==> config.mk <==
export PLATFORM = sky130hd
export DESIGN_NAME = mult_booth_flat
export DESIGN_NICKNAME = d
export VERILOG_FILES = /design/src/rtl/mult_booth_if.sv /design/src/rtl/mult_booth.sv /design/src/flat_wrapper.sv
export SDC_FILE = /design/constraint.sdc
export NUM_CORES = 1
export LEC_CHECK = 0
export BUFFER_PORTS_ARGS = -buffer_cell sky130_fd_sc_hd__buf_2
export CORE_AREA = 2 2 172 174
export CTS_CLUSTER_SIZE = 16
export DETAILED_ROUTE_END_ITERATION = 10
export DIE_AREA = 0 0 174 176
export SLEW_MARGIN = 20
export SYNTH_ARGS = -nofsm -noshare
export SYNTH_HDL_FRONTEND = slang
export SYNTH_SLANG_ARGS = --single-unit
==> constraint.sdc <==
create_clock -name clk -period 4.7 [get_ports clk]
set_input_delay 0.47 -clock clk [delete_from_list [all_inputs] [get_ports clk]]
set_output_delay 0.47 -clock clk [all_outputs]
set_load 0.05 [all_outputs]
==> src/rtl/mult_booth_if.sv <==
// Handshake and operand/result bundle between the MIPS control unit (master)
// and the sequential Booth multiplier (slave).
// Optional: MULT_UNSIGNED_EN adds the is_unsigned request bit for MULTU.
interface mult_booth_if #(
  parameter int WIDTH = 32
);
  logic             mult_start;
  logic [WIDTH-1:0] multiplicand;
  logic [WIDTH-1:0] multiplier;
`ifdef MULT_UNSIGNED_EN
  logic             is_unsigned;
`endif
  logic             busy;
  logic             done;
  logic [WIDTH-1:0] hi;
  logic [WIDTH-1:0] lo;

`ifdef MULT_UNSIGNED_EN
  modport master (
    output mult_start, multiplicand, multiplier, is_unsigned,
    input  busy, done, hi, lo
  );
  modport slave (
    input  mult_start, multiplicand, multiplier, is_unsigned,
    output busy, done, hi, lo
  );
`else
  modport master (
    output mult_start, multiplicand, multiplier,
    input  busy, done, hi, lo
  );
  modport slave (
    input  mult_start, multiplicand, multiplier,
    output busy, done, hi, lo
  );
`endif
endinterface

==> src/rtl/mult_booth.sv <==
// Sequential radix-2 Booth multiplier for the multicycle MIPS datapath.
// One Booth step per clock; the 2*WIDTH-bit product lands in HI/LO together
// with a one-cycle done pulse. Operands are captured on the start edge.
// Optional: define MULT_UNSIGNED_EN to add is_unsigned (MULTU support); every
// operation then runs WIDTH+1 steps on zero/sign-extended WIDTH+1-bit operands.
module mult_booth #(
  parameter int WIDTH = 32,
  parameter int CNT_W = 6
) (
  input  logic          clk,
  input  logic          reset,
  mult_booth_if.slave   bus
);

`ifdef MULT_UNSIGNED_EN
  localparam int QW    = WIDTH + 1;
  localparam int STEPS = WIDTH + 1;
`else
  localparam int QW    = WIDTH;
  localparam int STEPS = WIDTH;
`endif
  localparam int SW = WIDTH + 1 + QW + 1;
  localparam logic [CNT_W-1:0] LAST_CNT = CNT_W'(STEPS - 1);

  typedef enum logic [1:0] {
    S_IDLE = 2'd0,
    S_RUN  = 2'd1,
    S_DONE = 2'd2
  } state_t;

  state_t                  state_q, state_d;
  logic signed [WIDTH:0]   a_q, a_d;
  logic signed [WIDTH:0]   m_q, m_d;
  logic [QW-1:0]           q_q, q_d;
  logic                    q1_q, q1_d;
  logic [CNT_W-1:0]        cnt_q, cnt_d;
  logic                    busy_q, busy_d;
  logic                    done_q, done_d;
  logic [WIDTH-1:0]        hi_q, hi_d;
  logic [WIDTH-1:0]        lo_q, lo_d;

  logic signed [WIDTH:0]   m_ext;
  logic [QW-1:0]           q_ext;
  logic [WIDTH-1:0]        prod_hi;
  logic [WIDTH-1:0]        prod_lo;

  // One Booth step: conditional add/subtract of M, then arithmetic shift of
  // {A,Q,q_1} right by one. A is one bit wider than the operand so that
  // subtracting the most negative multiplicand cannot overflow.
  function automatic logic [SW-1:0] booth_step(
    input logic signed [WIDTH:0] a,
    input logic signed [WIDTH:0] m,
    input logic [QW-1:0]         q,
    input logic                  q1
  );
    logic signed [WIDTH:0] sum;
    case ({q[0], q1})
      2'b01:   sum = a + m;
      2'b10:   sum = a - m;
      default: sum = a;
    endcase
    return {sum[WIDTH], sum, q};
  endfunction

  // Operand extension on capture and product extraction from {A,Q}.
  always_comb begin
`ifdef MULT_UNSIGNED_EN
    m_ext   = {(~bus.is_unsigned & bus.multiplicand[WIDTH-1]), bus.multiplicand};
    q_ext   = {(~bus.is_unsigned & bus.multiplier[WIDTH-1]), bus.multiplier};
    prod_hi = {a_q[WIDTH-2:0], q_q[WIDTH]};
    prod_lo = q_q[WIDTH-1:0];
`else
    m_ext   = {bus.multiplicand[WIDTH-1], bus.multiplicand};
    q_ext   = bus.multiplier;
    prod_hi = a_q[WIDTH-1:0];
    prod_lo = q_q;
`endif
  end

  // Next-state and datapath update: capture in IDLE, step in RUN, publish in DONE.
  always_comb begin
    state_d = state_q;
    a_d     = a_q;
    m_d     = m_q;
    q_d     = q_q;
    q1_d    = q1_q;
    cnt_d   = cnt_q;
    busy_d  = busy_q;
    done_d  = done_q;
    hi_d    = hi_q;
    lo_d    = lo_q;
    case (state_q)
      S_IDLE: begin
        done_d = 1'b0;
        if (bus.mult_start) begin
          a_d     = '0;
          m_d     = m_ext;
          q_d     = q_ext;
          q1_d    = 1'b0;
          cnt_d   = '0;
          busy_d  = 1'b1;
          state_d = S_RUN;
        end
      end
      S_RUN: begin
        {a_d, q_d, q1_d} = booth_step(a_q, m_q, q_q, q1_q);
        cnt_d = cnt_q + CNT_W'(1);
        if (cnt_q == LAST_CNT) begin
          state_d = S_DONE;
        end
      end
      S_DONE: begin
        hi_d    = prod_hi;
        lo_d    = prod_lo;
        done_d  = 1'b1;
        busy_d  = 1'b0;
        state_d = S_IDLE;
      end
      default: begin
        state_d = S_IDLE;
      end
    endcase
  end

  // State and result registers; reset clears everything and aborts any operation.
  always_ff @(posedge clk) begin
    if (reset) begin
      state_q <= S_IDLE;
      a_q     <= '0;
      m_q     <= '0;
      q_q     <= '0;
      q1_q    <= 1'b0;
      cnt_q   <= '0;
      busy_q  <= 1'b0;
      done_q  <= 1'b0;
      hi_q    <= '0;
      lo_q    <= '0;
    end else begin
      state_q <= state_d;
      a_q     <= a_d;
      m_q     <= m_d;
      q_q     <= q_d;
      q1_q    <= q1_d;
      cnt_q   <= cnt_d;
      busy_q  <= busy_d;
      done_q  <= done_d;
      hi_q    <= hi_d;
      lo_q    <= lo_d;
    end
  end

  assign bus.busy = busy_q;
  assign bus.done = done_q;
  assign bus.hi   = hi_q;
  assign bus.lo   = lo_q;

endmodule
==> src/flat_wrapper.sv <==
// flat-port wrapper written by rule: the top's interface ports become plain ports
module mult_booth_flat 
#(
  parameter int WIDTH = 32,
  parameter int CNT_W = 6
)
  (clk, reset, bus_mult_start, bus_multiplicand, bus_multiplier, bus_busy, bus_done, bus_hi, bus_lo);
  mult_booth_if #(.WIDTH(WIDTH)) bus_i ();
  input  logic clk;
  input  logic reset;
  input wire logic [$bits(bus_i.mult_start)-1:0] bus_mult_start;
  input wire logic [$bits(bus_i.multiplicand)-1:0] bus_multiplicand;
  input wire logic [$bits(bus_i.multiplier)-1:0] bus_multiplier;
  output wire logic [$bits(bus_i.busy)-1:0] bus_busy;
  output wire logic [$bits(bus_i.done)-1:0] bus_done;
  output wire logic [$bits(bus_i.hi)-1:0] bus_hi;
  output wire logic [$bits(bus_i.lo)-1:0] bus_lo;
  assign bus_i.mult_start = bus_mult_start;
  assign bus_i.multiplicand = bus_multiplicand;
  assign bus_i.multiplier = bus_multiplier;
  assign bus_busy = bus_i.busy;
  assign bus_done = bus_i.done;
  assign bus_hi = bus_i.hi;
  assign bus_lo = bus_i.lo;
  mult_booth #(.WIDTH(WIDTH), .CNT_W(CNT_W)) u_core (.clk(clk), .reset(reset), .bus(bus_i));
endmodule
Word-level counts from Yosys, hierarchy flattened
Cells that the tools add are included.
{"block": "classes", "n_addsub": 3, "eq_ne": 7, "mux": 15, "n_reduce_logical": 7}
{"op": "case mux 33 bit (2 select lines)", "n": 2}
{"op": "case mux 32 bit (2 select lines)", "n": 1}
{"op": "adder 33 x 32 -> 33 bit", "n": 1}
{"op": "2-to-1 mux 33 bit", "n": 1}
{"op": "subtractor 33 x 32 -> 33 bit", "n": 1}
{"op": "2-to-1 mux 32 bit", "n": 1}
{"op": "case mux 6 bit (2 select lines)", "n": 1}
{"op": "AND reduction 2 bit", "n": 4}
{"op": "adder 6 x 1 -> 6 bit (second input constant)", "n": 1}
{"op": "== test 6 x 5 -> 1 bit (second input constant)", "n": 1}
{"op": "2-to-1 mux 6 bit", "n": 1}
{"op": "case mux 1 bit (2 select lines)", "n": 3}
{"op": "== test 2 x 1 -> 1 bit (second input constant)", "n": 2}
{"op": "== test 2 bit (second input constant)", "n": 2}
{"op": "2-to-1 mux 2 bit", "n": 2}
{"op": "case mux 2 bit (2 select lines)", "n": 1}
{"op": "nonzero test 2 bit", "n": 2}
{"op": "zero test 2 bit", "n": 1}
{"op": "2-to-1 mux 1 bit", "n": 2}
{"op": "!= test 2 x 1 -> 1 bit (second input constant)", "n": 1}
{"op": "!= test 2 bit (second input constant)", "n": 1}
{"block": "word_totals", "reg_bits": 172, "inputBits": 67, "output_inout_bits": 66, "wordCells": 42}

Longest topological paths before layout
{"block": "logic_depth", "depth_word": 3, "ltp_mapped": 17, "mapped_depth_nobuf": 17}

Worst setup path after synthesis
No wires, ideal clock.
{"block": "synth_path", "path_type": "reg2reg", "startpoint": "register u_core.m_q[11]", "endpoint": "register u_core.a_q[31]", "setup_ps": 123, "arrival_time_ps": 3856, "required_ps": 4577, "path_slack_ps": 720, "stages_incl_launch_ff": 16, "n_path_buf": 1, "period_less_slack_ps": 3980, "path_cell_list": "dfxtp_1 or3_1 nor4_1 and2_1 nand2_1 nor3_1 a21oi_1 xnor2_1 ha_1 clkbuf_1 a21o_1 a21o_1 or4_1 o22ai_1 mux2i_1 mux2_1"}
{"block": "synth_between", "elab_chain_cells": 3, "elab_cells_between_ends": 4, "cone_classes": "add/sub: 2; mux: 2"}
{"item": "start, declared", "line_no": "mult_booth.sv:33", "text": "logic signed [WIDTH:0] m_q, m_d;"}
{"item": "start signal, assigned", "line_no": "mult_booth.sv:141", "text": "m_q <= m_d;"}
{"item": "subtractor 33 x 32 -> 33 bit / adder 33 x 32 -> 33 bit (equally long branches)", "line_no": "mult_booth.sv:59, mult_booth.sv:58"}
{"item": "case mux 33 bit (2 select lines) *", "line_no": "mult_booth.sv:57", "text": "case ({q[0], q1})"}
{"item": "case mux 33 bit (2 select lines) *", "line_no": "mult_booth.sv:92", "text": "case (state_q)"}
{"item": "end signal, assigned", "line_no": "mult_booth.sv:129", "text": "a_q <= '0;"}
{"item": "end signal, assigned", "line_no": "mult_booth.sv:140", "text": "a_q <= a_d;"}
{"item": "end, declared", "line_no": "mult_booth.sv:32", "text": "logic signed [WIDTH:0] a_q, a_d;"}
Mark *: on every way between the ends. The rest lies on a longest branch, timed or not.
A chain may end at the register's enable or synchronous reset.

Final worst setup path
{"block": "layout_path", "startpoint": "register u_core.m_q[5]", "endpoint": "register u_core.a_q[31]"}
The elaborated chain is that of the path after synthesis.

==> metrics.txt <==
status finished, final reports clean; Synth Instances 1174; routed vias/inst 4.964; crit-path most repeated cell a21o_1; CP max-delay cell or4_1; Seq pwr share 41.1%; worst hold path type in2reg; critical path class reg2reg; hold slack 0.2758 ns; synth unique cells 61; number of buffers created by CTS 17; most frequent cell after synthesis nand2_1; DRT Wirelength 24830 um; data arrival time of the worst path 4.54 ns; RSZ-0062 raised after global routing no; power density over the cells 368.7 nW/um^2; Comb pwr share 22.6%; final setup fails 0; Post-CTS Setup Repair Bufs 0; Initial Util 30.92%; Worst Tran Pin Value 0.9043 ns; crit-path max FO 8; area grow syn2layout 18.07%; CP Cell Sequence nor4_1 > nand2b_1 > nor3b_1 > and2_1 > nand2_1 > nor3_1 > a21oi_1 > xnor2_1 > ha_1 > a21o_1 > a21o_1 > or4_1 > o22ai_1 > mux2i_1 > mux2_1; area leader, netlist dfxtp_1; Die X 174 um; largest cells by area after synthesis dfxtp_1, nand2_1, a21oi_1, nor2_1, ha_1; GP Congestion 0.9107; Max stage delay on crit path 0.46 ns; CP endpoint kind flip-flop; Buf+Inv Stages, Crit Path 0; Util after Layout 36.51%; Worst setup SP type flip-flop; share of cells above drive strength 1 15.31%; Final ANT Viol Nets 0; Pleak 0.004248 uW; mapped cell area 8827 sq um; Slew Limit Fails 0; syn nets 1277; clk slew on worst S/H paths 0.07 ns; PortBufs 132; largest net degree at the start of global routing 76; final worst path period share 89.91%; commonest cells in the synthesized netlist nand2_1, a21oi_1, dfxtp_1, nor2_1, clkbuf_1; Final Instance Count excl. Fillers 1664; Vias 8260; slew margin rel. 39.58%; DRC 0; nets 1371; ant diodes 0; Worst path top cell family by delay simple AND/OR/NAND/NOR gates; Starting DRT DRC Count 724; Max Clock Skew 0.01456 ns; FMAX 0.2366 GHz; post-synth top area share 38.78%; vias in the first global route 7605; Mapped Avg Cell Area 7.519 sq um; Clk pwr share 36.4%; I/O pins 133; clk root buf clkbuf_16; CTS resizes 0; #FFs+latches synth 171; Max clock buf depth 2; Yosys Warn Count 0; core region area 28550 sq um; Fin. Hold Viols 0; Net Switching 1188 uW; setup TNS 0 ns; worst-skew pair later-pin latency 0.43 ns; H-tree depth reported by CTS 4; min Tclk post-route 4.226 ns; CP required 5.01 ns; register area share after synthesis 38.78%; worst vdd ir 0.2481 mV; dpl hpwl 17760 um; Inst Count DP 1633; DIE HEIGHT 176 um; Post-synth ARST share 0%; Post-synth EDFFs 0; Die ar. 30620 sq um; sw frac 30.92%; CTS tree yes; prevailing post-synth register cell dfxtp_1; GRT overflow 0; first-pass GRT wire length 40300 um; First-pass DRT Iterations 5; Int Pwr 2655 uW; Num Clock Sinks 171; GRT Overall Usage 16.26%; MaxCap Viol Count 0; row cnt 62; initial antenna violation count 0; DR WL/cell 14.92 um; cts hold-fix bufs 0
## layout make-up
type,count,area (sq um)
clock inverters,9,113.9
fillers,3114,18120
well taps,384,480.5
flip-flops and latches,171,3423
inverters,16,60.06
repair buffers,152,813.3
multi-input cells,910,5077
clock buffers,22,454.2
## worst paths after layout
path	to	from	depth (start not counted)	slack (ns)
setup / recovery	u_core.a_q[31]	u_core.m_q[5]	15	0.47
hold / removal	u_core.m_q[28]	bus_multiplicand[28]	3	0.28
setup reg to reg	u_core.a_q[31]	u_core.m_q[5]	15	0.47
hold reg to reg	u_core.bus.hi[19]	u_core.bus.hi[19]	2	0.45
## stage by stage
stage / setup WS, ns / cell area [sq um] / total power (uW)
5_1_grt: 0.08747 / 10420 / 4056
3_5_place_dp: 0.4518 / 9852 / 2471
2_1_floorplan: 0.7205 / 8827 / 2244
6_report: 0.4740 / 10420 / 3843
4_1_cts: 0.4179 / 10420 / 3876
3_3_place_gp: 0.5193 / 9852 / 2465
## sequential cells by signal, indices dropped and copies added (netlist names), 2 cells and up
signal	flops
u_core.bus.hi	32
u_core.a_q	32
u_core.state_q	2
u_core.m_q	32
u_core.bus.lo	32
u_core.cnt_q	6
u_core.prod_lo	32
## logic make-up (layout without fill, tap and decap cells)
kind of cell | count (synthesis) | after routing | share of synthesized area [%]
xor+xnor | 51 | 51 | 5.060
fa+ha+maj | 36 | 36 | 5.188
buf+inv | 93 | 199 | 3.955
compound gates | 311 | 311 | 21.06
simple gates | 501 | 501 | 24.68
flops | 171 | 171 | 38.78
mux | 11 | 11 | 1.276
## routing by layer
layer / part of all wire [%] / vias up / global-route usage, %
li1: - / 4286 / -
met1: 51 / 3781 / 23.51
met2: 44 / 177 / 25.25
met3: 4.3 / 16 / 2.584
met4: 0.91 / 0 / 4.027
met5: 0 / - / 0
## cell usage in the layout (no fill, tap or decap), types with 4 or more instances in the layout
master	n
clkbuf_1	4
nor3b_1	4
a22oi_1	9
nand4_1	5
clkbuf_16	17
o21bai_1	4
inv_1	16
buf_4	21
a21o_1	18
o31ai_1	4
a31oi_1	11
o21a_1	10
nor2b_1	4
a21oi_1	181
o21ai_0	23
a211oi_1	5
ha_1	35
mux2i_1	9
or3_1	11
nor3_1	24
a32oi_1	6
nor4_1	29
nor2_1	136
xnor2_1	40
nand2_1	240
nand3b_1	6
xor2_1	11
and3_1	6
dfxtp_1	171
buf_2	131
nand2b_1	4
nand3_1	15
o211ai_1	6
## worst reg2reg max path: stages (launching register included)
cell and delay [ns]:
dfxtp_1 0.36, nor4_1 0.39, nand2b_1 0.16, nor3b_1 0.29, and2_1 0.21, nand2_1 0.08
nor3_1 0.32, a21oi_1 0.14, xnor2_1 0.15, ha_1 0.39, a21o_1 0.21, a21o_1 0.19
or4_1 0.46, o22ai_1 0.19, mux2i_1 0.22, mux2_1 0.33
## power groups by stage
stage	registers (uW)	logic, uW	clock network [uW]
after global placement	1610	857	0
final	1580	867	1400
after detailed placement	1610	861	0
after global routing	1590	969	1500
after floorplan	1590	653	0
after CTS	1580	866	1430
(Power assumes the default switching activity.)
